==> config.mk <==
export PLATFORM = sky130hd
export DESIGN_NAME = product_accumulator
export DESIGN_NICKNAME = d
export VERILOG_FILES = /design/src/rtl/product_accumulator_pkg.sv /design/src/rtl/product_accumulator.sv
export SDC_FILE = /design/constraint.sdc
export NUM_CORES = 1
export LEC_CHECK = 0
export BUFFER_PORTS_ARGS = -buffer_cell sky130_fd_sc_hd__clkbuf_2
export CAP_MARGIN = 20
export CORE_AREA = 4 4 63 65
export CTS_CLUSTER_SIZE = 25
export DETAILED_ROUTE_END_ITERATION = 8
export DIE_AREA = 0 0 67 69
export PLACE_DENSITY = 0.74
export SLEW_MARGIN = 10
export SYNTH_ARGS = -nofsm -noshare
export SYNTH_HDL_FRONTEND = slang
export SYNTH_SLANG_ARGS = --single-unit
==> constraint.sdc <==
create_clock -name clk -period 2.2 [get_ports clk]
set_clock_uncertainty 0.1 [all_clocks]
set_input_delay 0.11 -clock clk [delete_from_list [all_inputs] [get_ports clk]]
set_output_delay 0.11 -clock clk [all_outputs]
set_load 0.05 [all_outputs]
==> src/rtl/product_accumulator_pkg.sv <==
// Shared types for the product accumulator.
// FSM state encoding used by the accumulator datapath.
package product_accumulator_pkg;

  typedef enum logic [1:0] {
    IDLE  = 2'd0,
    ACCUM = 2'd1,
    DONE  = 2'd2
  } state_e;

endpackage

==> src/rtl/product_accumulator.sv <==
// Sums COUNT multiplier products into one result with a sticky overflow flag.
// Valid/ready on both sides; clear aborts the running accumulation.
module product_accumulator
  import product_accumulator_pkg::*;
#(
  parameter int SIZE      = 4,
  parameter int COUNT     = 4,
  parameter int ACC_WIDTH = 16
) (
  input  logic                 clk,
  input  logic                 rst_n,
  input  logic                 clear,
  input  logic                 in_valid,
  output logic                 in_ready,
  input  logic [2*SIZE-1:0]    product,
  input  logic                 product_over,
  output logic                 out_valid,
  input  logic                 out_ready,
  output logic [ACC_WIDTH-1:0] sum,
  output logic                 sum_over
);

  localparam int CW = $clog2(COUNT + 1);

  state_e               r_state;
  state_e               w_state_nxt;
  logic [ACC_WIDTH-1:0] r_acc;
  logic [ACC_WIDTH-1:0] w_acc_nxt;
  logic [CW-1:0]        r_count;
  logic [CW-1:0]        w_count_nxt;
  logic                 r_over;
  logic                 w_over_nxt;

  logic                 w_in_xfer;
  logic                 w_last;
  logic                 w_done;
  logic [ACC_WIDTH-1:0] w_prod_ext;
  logic [ACC_WIDTH:0]   w_add;

  assign w_done     = (r_state == DONE);
  assign in_ready   = ~w_done;
  assign w_in_xfer  = in_valid & in_ready & ~clear;
  assign w_prod_ext = ACC_WIDTH'(product);
  // Extra MSB of the adder is the carry out of the accumulator.
  assign w_add      = {1'b0, r_acc} + {1'b0, w_prod_ext};
  assign w_last     = (r_count == CW'(COUNT - 1));

  always_ff @(posedge clk or negedge rst_n) begin
    if (!rst_n) begin
      r_state <= IDLE;
      r_acc   <= '0;
      r_count <= '0;
      r_over  <= 1'b0;
    end else begin
      r_state <= w_state_nxt;
      r_acc   <= w_acc_nxt;
      r_count <= w_count_nxt;
      r_over  <= w_over_nxt;
    end
  end

  always_comb begin
    w_state_nxt = r_state;
    w_acc_nxt   = r_acc;
    w_count_nxt = r_count;
    w_over_nxt  = r_over;
    if (clear) begin
      w_state_nxt = IDLE;
      w_acc_nxt   = '0;
      w_count_nxt = '0;
      w_over_nxt  = 1'b0;
    end else begin
      unique case (r_state)
        IDLE: begin
          if (w_in_xfer) begin
            w_acc_nxt   = w_prod_ext;
            w_count_nxt = CW'(1);
            w_over_nxt  = product_over;
            w_state_nxt = (COUNT == 1) ? DONE : ACCUM;
          end
        end
        ACCUM: begin
          if (w_in_xfer) begin
            w_acc_nxt   = w_add[ACC_WIDTH-1:0];
            w_over_nxt  = r_over | product_over
                        | w_add[ACC_WIDTH];
            w_count_nxt = r_count + CW'(1);
            if (w_last) begin
              w_state_nxt = DONE;
            end
          end
        end
        DONE: begin
          if (out_ready) begin
            w_state_nxt = IDLE;
            w_acc_nxt   = '0;
            w_count_nxt = '0;
            w_over_nxt  = 1'b0;
          end
        end
        default: begin
          w_state_nxt = IDLE;
          w_acc_nxt   = '0;
          w_count_nxt = '0;
          w_over_nxt  = 1'b0;
        end
      endcase
    end
  end

  // Result is only presented while the state register says DONE.
  assign out_valid = w_done;
  assign sum       = w_done ? r_acc : '0;
  assign sum_over  = w_done & r_over;

endmodule

==> results of run 1 <==
==> synthesized netlist by cell type (3+ instances only) <==
master     n
nand2_1   20
a211oi_1   4
or3_1      3
nor2_1    14
nand2b_1   5
xnor2_1    3
nand3_1    7
o31ai_1    3
and2_1    16
dfrtp_1   22
nor2b_1    4
a2111o_1   3
ha_1      10
mux2i_1    6
inv_1      7
o21ai_0   10
a21oi_1   10
==> path summary, 6_finish.rpt <==
path | startpoint | end | depth (start not counted)
worst max register to register | r_acc[0] | r_acc[8] | 8
min in group asynchronous | rst_n | r_acc[13] | 2
worst min-delay path | product[6] | r_acc[6] | 3
worst min register to register | r_count[1] | r_count[1] | 2
max in group asynchronous | rst_n | r_count[1] | 2
worst max-delay path | r_acc[0] | r_acc[8] | 8
==> worst reg2reg max path: stages, from the launching register on <==
cell and delay, ns:
dfrtp_1 0.37, ha_1 0.16, inv_1 0.05, fa_1 0.38
nor2b_1 0.18, o2111a_2 0.25, o211ai_4 0.13, a2111o_1 0.38
o21ai_0 0.07
==> area by class of cell <==
type,instances,area share
multi-input combinational,149,0.522
tap,46,0.0281
inverter,7,0.0128
clock inverter,1,0.0147
sequential,22,0.269
timing repair buffer,48,0.142
clock buffer,3,0.0110
==> registers in the layout (all words and copies together) (netlist names) <==
register,count
r_count,3
r_acc,16
r_over,1
r_state,2
==> where the power goes <==
part / internal (mW) / total [mW] / leakage (nW) / switching (mW)
Sequential: 0.437 / 0.469 / 0.293 / 0.0318
Clock: 0.184 / 0.323 / 0.0279 / 0.139
Combinational: 0.160 / 0.370 / 0.606 / 0.210
==> metrics by stage <==
stage | instances | TNS (ns) | utilization
floorplan | 184 | 0 | -
global placement | 266 | 0 | 0.572
detailed placement | 266 | -0.00640 | 0.572
CTS | 274 | 0 | 0.604
global route | 276 | -0.0324 | 0.613
finish | 276 | 0 | 0.613
==> repair_timing <==
action / 4_1_cts / 5_1_grt
setup endpoints to repair: 4 / 7
gates resized for setup: 2 / 6
endpoints found under the hold margin: 25 / 0
hold buffers: 4 / 0
pin swaps: 0 / 4
setup buffers: 0 / 2
==> per-layer routing <==
metal / vias to the layer above / share of wire
li1: 747 / -
met1: 712 / 0.45
met2: 44 / 0.50
met3: 2 / 0.045
met4: 0 / 0.0042
met5: - / 0
==> cell families (layout without fill, tap and decap cells) <==
group,count (synthesis),in the layout
compound gates,48,48
buf+inv,13,59
xor+xnor,5,5
mux,6,6
fa+ha+maj,11,11
simple gates,79,79
flops,22,22
==> impl_metrics.json, run 1 <==
{
  "outcome": "completed",
  "synth_xor_area_frac": 0.0266,
  "gr-usage-met2": 0.289,
  "worstHoldPathType": "primary input to flip-flop",
  "setup_violations": 0,
  "critical_path.top_delay_family": "compound AO/OA/AOI/OAI gates",
  "max_stage_delay_ns": 0.38,
  "dpl_worst_slack_ns": -0.00640,
  "track_usage": 0.178,
  "core_sq_um": 3340,
  "detail_route.wl_per_cell_microns": 14.6,
  "dpl_cell_area_sq_um": 1910,
  "clockRootBuffer": "clkbuf_4",
  "synth_top_family_by_area": "simple AND/OR/NAND/NOR gates",
  "antenna_found_initial": 0,
  "critPathSlowestCell": "fa_1",
  "dr_total_vias": 1505,
  "io_buffers": 32,
  "grt_pass1_vias": 1397,
  "syn_nets": 209,
  "drt_iter0_markers": 92,
  "layout_min_cycle_time_ns": 2.12,
  "nets": 256,
  "start_kind": "flip-flop",
  "setup_slack_ns": 0.0846,
  "grt_use_met1": 0.245,
  "ys_types": 47,
  "dp_hpwl_microns": 2940,
  "path_class": "flip-flop to flip-flop",
  "design_area_sq_um": 2050,
  "slew_headroom": 0.610,
  "ioPinCount": 33,
  "synthMuxAreaShare": 0.0365,
  "grt_max_degree": 23,
  "yosys.area_share.adder": 0.0883,
  "firstDrtPassIters": 6,
  "cts_tree": "yes",
  "cts.clk_slew.worst_paths_ns": 0.14,
  "finalMaxSlewViolations": 0,
  "htree_num_levels": 1,
  "crit_chain": "ha_1 -> inv_1 -> fa_1 -> nor2b_1 -> o2111a_2 -> o211ai_4 -> a2111o_1 -> o21ai_0",
  "gr-usage-met3": 0.0195,
  "die_w_microns": 67,
  "layout.cells.most_common": "clkbuf_2",
  "cts-buffers-inserted": 3,
  "drc": 0,
  "layout_common_cells": "32 x clkbuf_2, 22 x dfrtp_1, 20 x nand2_1",
  "fillers": 302,
  "cp-end-kind": "flip-flop",
  "grt_overflow": 0,
  "place_congestion": 0.846,
  "area_delta_synth_final_pct": 24.4,
  "worstSkewPairLatency_ns": 0.33,
  "worst_slew_pin_slew_ns": 0.586,
  "cts.sinks": 22,
  "netlist_area_sq_um": 1640,
  "synth-seq-area-share": 0.335,
  "required_ns": 2.36,
  "p_per_area_nw_per_um2": 568,
  "synth_top_area_share": 0.335,
  "register_area_sq_um": 551,
  "ys.flop_type": "dfrtp_1",
  "hold_slack_ns": 0.00802,
  "cp.arrival_ns": 2.28,
  "hold_violations": 0,
  "cap_violations": 0,
  "via_per_inst": 5.45,
  "ir_drop_v": 0.000276,
  "p_leak_nw": 0.927,
  "multi_input_area_sq_um": 1070,
  "ys_warn_count": 0,
  "num_rows": 21,
  "drtAntennaViolNets": 0,
  "layout-drive-gt1-share": 0.291,
  "start_util": 0.493,
  "ys_async_sr_fraction": 1.00,
  "rrSetupSlack_ns": 0.08,
  "diodes": 0,
  "yosys.area.top_type": "dfrtp_1",
  "synth_compound_area_frac": 0.209,
  "die_h_microns": 69,
  "syn_avg_cell_area_sq_um": 8.94,
  "synth-edff-count": 0,
  "synthesis.instances": 184,
  "power_mw": 1.16,
  "fin_crit_sh": 0.962,
  "synth_area_leaders": "dfrtp_1 33%, ha_1 7.6%, and2_1 6.1%",
  "fmax_ghz": 0.473,
  "crit_fanout": 8,
  "die-area_sq_um": 4620,
  "crit_buf_inv": 1,
  "top_usage_layer": "met2",
  "wirelength_microns": 4030,
  "max-clock-path-buffers": 2,
  "yosys_register_bits": 22,
  "grt_pass1_wl_microns": 6460,
  "synthSimpleGateAreaFrac": 0.268
}
Note: power is estimated with default switching activity, not from simulation.
==> run 2: changes to the inputs <==
ABC_AREA = 1   (was not set)
==> run 2 against run 1 <==
  * Power rose by 4.6%
  * Routed wire length down 1.7%
  * Final cell count increased by 21%
  * Die area did not move
  * Hold slack better by 0.015 ns
  * Utilization fell by 1.7 points
  * Critical path depth up 5
  * Worst setup slack better by 0.073 ns
  * Register-to-register slack improved by 0.15 ns
  * Cell area is 2.8% lower
  * Synthesized cell count up 33%
  * Clock power is 2% lower
  * Highest routed layer unchanged
==> impl_metrics.json, run 2 <==
{
  "outcome": "completed",
  "p_per_area_nw_per_um2": 611,
  "fillers": 337,
  "detail_route.wl_per_cell_microns": 11.9,
  "grt_pass1_wl_microns": 6800,
  "htree_num_levels": 1,
  "layout.cells.most_common": "nand2_1",
  "ir_drop_v": 0.000269,
  "synth_common_cells": "68 x nand2_1, 39 x inv_1, 38 x nor2_1, 22 x dfrtp_1, 13 x nand3_1",
  "cts.sinks": 22,
  "hold_violations": 0,
  "nets": 314,
  "setup_violations": 0,
  "dp_hpwl_microns": 3070,
  "cts-buffers-inserted": 3,
  "cp.arrival_ns": 2.15,
  "required_ns": 2.31,
  "layout_min_cycle_time_ns": 2.04,
  "synth-seq-area-share": 0.335,
  "multi_input_area_sq_um": 925,
  "cap_violations": 0,
  "firstDrtPassIters": 4,
  "largest_reg_flops": 16,
  "worstSkewPairLatency_ns": 0.31,
  "top_regs": "r_acc (16), r_count (3), r_state (2)",
  "register_area_sq_um": 551,
  "slew_headroom": 0.613,
  "layout-drive-gt1-share": 0.160,
  "largest-register": "r_acc",
  "die-area_sq_um": 4620,
  "grt_max_degree": 23,
  "yosys_register_bits": 22,
  "clockRootBuffer": "clkbuf_4",
  "track_usage": 0.181,
  "power_mw": 1.22,
  "p_sw_mw": 0.428,
  "ys.flop_type": "dfrtp_1",
  "path_class": "primary input to flip-flop",
  "p_leak_nw": 1.04,
  "grt_overflow": 0,
  "start_util": 0.492,
  "netlist_area_sq_um": 1640,
  "ys_warn_count": 0,
  "synthesis.instances": 245,
  "cts_tree": "yes",
  "rsz0062_at_grt": "false",
  "ys_types": 30,
  "layout_common_cells": "68 x nand2_1, 39 x inv_1, 38 x nor2_1",
  "die_h_microns": 69,
  "power.combinational.fraction": 0.341,
  "start_kind": "primary input",
  "via_per_inst": 4.91,
  "crit_fanout": 5,
  "ys_async_sr_fraction": 1.00,
  "diodes": 0,
  "core_sq_um": 3340,
  "drtAntennaViolNets": 0,
  "synth_area_leaders": "dfrtp_1 34%, nand2_1 16%, inv_1 8.9%",
  "max-clock-path-buffers": 2,
  "fin_crit_sh": 0.928,
  "cp-end-kind": "flip-flop",
  "synth_top_area_share": 0.335,
  "wirelength_microns": 3960,
  "rrSetupSlack_ns": 0.23,
  "antenna_found_initial": 0,
  "clkPwrFrac": 0.259,
  "syn_avg_cell_area_sq_um": 6.71,
  "swShare": 0.352,
  "setup_slack_ns": 0.158,
  "io_buffers": 32,
  "dpl_worst_slack_ns": 0.221,
  "worst_slew_pin_slew_ns": 0.581,
  "dr_total_vias": 1641,
  "finalMaxSlewViolations": 0,
  "yosys.area.top_type": "dfrtp_1",
  "internal_power_mw": 0.788,
  "worstHoldPathType": "primary input to flip-flop",
  "num_rows": 21,
  "cts.clk_slew.worst_paths_ns": 0.14,
  "yosysMostFrequentCell": "nand2_1",
  "fmax_ghz": 0.490,
  "place_congestion": 0.908,
  "area_delta_synth_final_pct": 21.0,
  "ioPinCount": 33,
  "grt_pass1_vias": 1543,
  "seqPwrFrac": 0.400,
  "drt_iter0_markers": 34,
  "syn_nets": 270,
  "die_w_microns": 67,
  "synth-edff-count": 0,
  "drc": 0
}
-- run 2: cell types whose count changed after synthesis, moves of 4 or more --
cell      delta
nand2_1     +48
inv_1       +32
nor2_1      +24
and2_1      -16
mux2i_1      -6
nand3_1      +6
nand2b_1     -5
a211oi_1     -4
a22oi_1      +4
nor2b_1      -4
-- run 2: per-layer routing --
| metal | vias up | part of all wire | GRT usage |
|---|---|---|---|
| li1 | 860 | - | - |
| met1 | 742 | 0.49 | 0.257 |
| met2 | 37 | 0.46 | 0.288 |
| met3 | 2 | 0.043 | 0.0227 |
| met4 | 0 | 0.0053 | 0.0428 |
| met5 | - | 0 | 0 |
-- run 2: layout make-up --
class,count,share of cell area
clock buffers,3,0.0113
clock inverters,1,0.0151
inverters,40,0.0755
multi-input cells,180,0.465
flip-flops and latches,22,0.277
well taps,46,0.0289
repair buffers,42,0.127
-- run 2: kinds of logic after synthesis --
| logic type | count (synthesis) | synth area share |
|---|---|---|
| adder cells (fa/ha/maj) | 11 | 0.0883 |
| flip-flops | 22 | 0.335 |
| XOR/XNOR | 3 | 0.0160 |
| AO/OA/AOI/OAI | 31 | 0.113 |
| buffers and inverters | 43 | 0.104 |
| AND/OR/NAND/NOR | 135 | 0.344 |
-- run 2: repair_timing --
item                                    CTS  global route
resized for setup                         0             1
hold endpoints to repair                 28             0
endpoints found under the setup margin    0             1
buffers inserted                          0             0
hold buffers                              7             0
-- run 2: worst max-delay path, cell delays in order --
cell and delay [ns]:
dlygate4sd3_1 0.52, clkbuf_2 0.12, ha_2 0.20, inv_1 0.07, fa_1 0.39, inv_1 0.07
nand2_1 0.04, nand2_1 0.07, nand3_1 0.06, nand2_1 0.12, nand2_1 0.13, nor3_1 0.19
nor3_1 0.07
-- run 2: stage by stage --
stage | util | cell area (sq um) | hold WS, ns | instances | setup TNS (ns)
final | 0.596 | 1990 | 0.0234 | 334 | 0
after CTS | 0.595 | 1990 | 0.0269 | 334 | 0
after global routing | 0.596 | 1990 | 0.0395 | 334 | 0
after floorplan | - | 1640 | -0.286 | 245 | -1.97
after detailed placement | 0.558 | 1860 | 0.0352 | 323 | 0
after global placement | 0.558 | 1860 | 0.0379 | 323 | 0
-- run 2: path summary, 6_finish.rpt --
check,depth (start not counted),endpoint,start
worst max-delay path,13,r_acc[10],product[0]
worst min-delay path,5,r_over,product_over
worst max register to register,11,r_acc[10],r_acc[0]
worst min register to register,2,r_count[1],r_count[1]
max in group asynchronous,2,r_acc[0],rst_n
min in group asynchronous,2,r_count[2],rst_n
-- run 2: power by group through the flow --
stage,sequential [mW],combinational [mW],clock (mW)
detailed placement,0.494,0.400,0
floorplan,0.483,0.308,0
global placement,0.490,0.396,0
CTS,0.486,0.414,0.326
global route,0.492,0.476,0.342
finish,0.486,0.415,0.315
==> run 3: changes to the inputs <==
CORE_AREA = 4 4 58 60   (was 4 4 63 65)
CTS_BUF_LIST = sky130_fd_sc_hd__clkbuf_2   (was not set)
DIE_AREA = 0 0 62 64   (was 0 0 67 69)
PLACE_DENSITY = 0.83   (was 0.74)
clock period = 2.4 ns   (was 2.2 ns; I/O delays follow)
==> run 3 against run 2 <==
  * Cell area decreased by 1.7%
  * Register-to-register slack improved by 0.09 ns
  * Sequential cell count unchanged
  * Sequential power decreased by 8.6%
  * Critical path depth increased by 1
  * Utilization increased by 7.2 points
  * Worst setup slack improved by 0.16 ns
  * Power decreased by 19%
  * Hold slack improved by 0.050 ns
  * Non-clock buffer count increased by 1
  * Critical path type unchanged
==> impl_metrics.json, run 3 (same netlist as run 2, synthesis figures left out) <==
{
  "outcome": "completed",
  "cp.arrival_ns": 2.27,
  "grt_max_degree": 23,
  "p_leak_nw": 1.03,
  "hold_violations": 0,
  "detail_route.wl_per_cell_microns": 11.9,
  "rrSetupSlack_ns": 0.32,
  "cap_violations": 0,
  "num_rows": 20,
  "setup_slack_ns": 0.322,
  "cts-buffers-inserted": 3,
  "place_congestion": 0.989,
  "die_w_microns": 62,
  "dpl_worst_slack_ns": 0.376,
  "io_buffers": 32,
  "min_path_cells": 5,
  "ioPinCount": 33,
  "path_class": "primary input to flip-flop",
  "firstDrtPassIters": 4,
  "drtAntennaViolNets": 0,
  "finalMaxSlewViolations": 0,
  "top_regs": "r_acc (16), r_count (3), r_state (2)",
  "place_inst": 308,
  "worstSkewPairLatency_ns": 0.35,
  "grt_overflow": 0,
  "largest-register": "r_acc",
  "start_kind": "primary input",
  "crit_buf_inv": 4,
  "worstHoldPathType": "primary input to flip-flop",
  "largest_reg_flops": 16,
  "layout.cells.most_common": "nand2_1",
  "diodes": 0,
  "clockRootBuffer": "clkbuf_2",
  "via_per_inst": 5.11,
  "tns_ns": 0,
  "hold_end": "r_acc[1]",
  "fin_crit_sh": 0.866,
  "cts.clk_slew.worst_paths_ns": 0.23,
  "p_per_area_nw_per_um2": 502,
  "wirelength_microns": 3840,
  "grt_pass1_wl_microns": 6740,
  "crit_top_cell": "nand2_1",
  "slew_headroom": 0.616,
  "cts.sinks": 22,
  "setup_violations": 0,
  "layout-drive-gt1-share": 0.149,
  "core_sq_um": 2930,
  "reg2reg_depth": 12,
  "critical_path.top_delay_family": "buffers and inverters",
  "cts_tree": "yes",
  "die-area_sq_um": 3970,
  "grt_pass1_vias": 1573,
  "crit_fanout": 5,
  "worst_slew_pin_slew_ns": 0.576,
  "critPathSlowestCell": "dlygate4sd3_1",
  "die_h_microns": 64,
  "hp-start": "product[1]",
  "nets": 315,
  "start_util": 0.561,
  "cp-end-kind": "flip-flop",
  "fmax_ghz": 0.481,
  "postCtsSetupRepairBufs": 0,
  "crit_chain": "dlygate4sd3_1 -> clkbuf_2 -> ha_1 -> inv_1 -> fa_1 -> inv_1 -> nand2_1 -> nand2_1 -> nand3_1 -> nand2_1 -> nand2_1 -> o21ai_1 -> nand2_1 -> nor2_1",
  "timing.rr.start": "r_acc[0]",
  "reg2reg_to": "r_acc[12]",
  "power_mw": 0.981,
  "ir_drop_v": 0.000388,
  "fin_cells": 322,
  "cp_num_cells": 14,
  "max-clock-path-buffers": 2,
  "required_ns": 2.59,
  "max_stage_delay_ns": 0.52,
  "htree_num_levels": 1,
  "rsz0062_at_grt": "false",
  "dr_total_vias": 1644,
  "drt_iter0_markers": 64,
  "antenna_found_initial": 0,
  "layout_common_cells": "68 x nand2_1, 39 x inv_1, 38 x nor2_1",
  "dp_hpwl_microns": 2890,
  "drc": 0,
  "area_delta_synth_final_pct": 19.0,
  "track_usage": 0.220,
  "layout_min_cycle_time_ns": 2.08
}
[run 3: changes by cell type in the layout (fill, tap and decap cells not counted), moves of 2 or more]
cell           change
clkbuf_4           -3
buf_4              -2
dlygate4sd3_1      +3
clkbuf_2           +3
[run 3: stage by stage]
stage / util / hold slack [ns] / cell area [sq um]
3_5_place_dp: 0.626 / 0.0466 / 1830
2_1_floorplan: - / -0.276 / 1640
6_report: 0.668 / 0.0735 / 1950
4_1_cts: 0.666 / 0.0793 / 1950
5_1_grt: 0.668 / 0.125 / 1950
3_3_place_gp: 0.626 / 0.0434 / 1830
[run 3: how the worst max path moves through the flow]
| stage | start | end | slack, ns |
|---|---|---|---|
| after floorplan | r_state[0] | sum[10] | -0.03 |
| after global placement | r_acc[0] | r_acc[12] | 0.49 |
| after detailed placement | r_acc[0] | r_acc[12] | 0.38 |
| after CTS | r_state[0] | sum[6] | 0.19 |
| after global routing | r_acc[0] | r_acc[12] | 0.08 |
| final | product[0] | r_acc[12] | 0.32 |
[run 3: final cells by class]
cell class | count | area [sq um]
multi-input combinational | 180 | 922
clock buffer | 3 | 15.0
inverter | 40 | 154
sequential | 22 | 551
clock inverter | 1 | 3.75
timing repair buffer | 43 | 268
tap | 33 | 41.3
fill | 267 | 973
[run 3: tightest hold or removal path: cells and delay by family]
family	cells	cell delay [ns]
AND/OR/NAND/NOR	1	0.06
AO/OA/AOI/OAI	2	0.15
buffers and inverters	2	0.19
[run 3: repair_timing]
item	CTS	global route
hold buffers	10	0
resized for setup	0	1
setup endpoints to repair	0	8
hold endpoints to repair	31	0
[run 3: routing by layer]
metal	global-route usage	wire, microns	vias to the layer above
met2	0.341	1750	47
met4	0.0584	38	0
met5	0	0	-
met1	0.317	1860	728
li1	-	-	864
met3	0.0263	182	5
[run 3: where the power goes]
part | total, mW | switching (mW) | internal (mW) | leakage, nW
clock | 0.159 | 0.123 | 0.0362 | 0.0140
sequential | 0.444 | 0.0337 | 0.410 | 0.295
combinational | 0.378 | 0.234 | 0.144 | 0.721
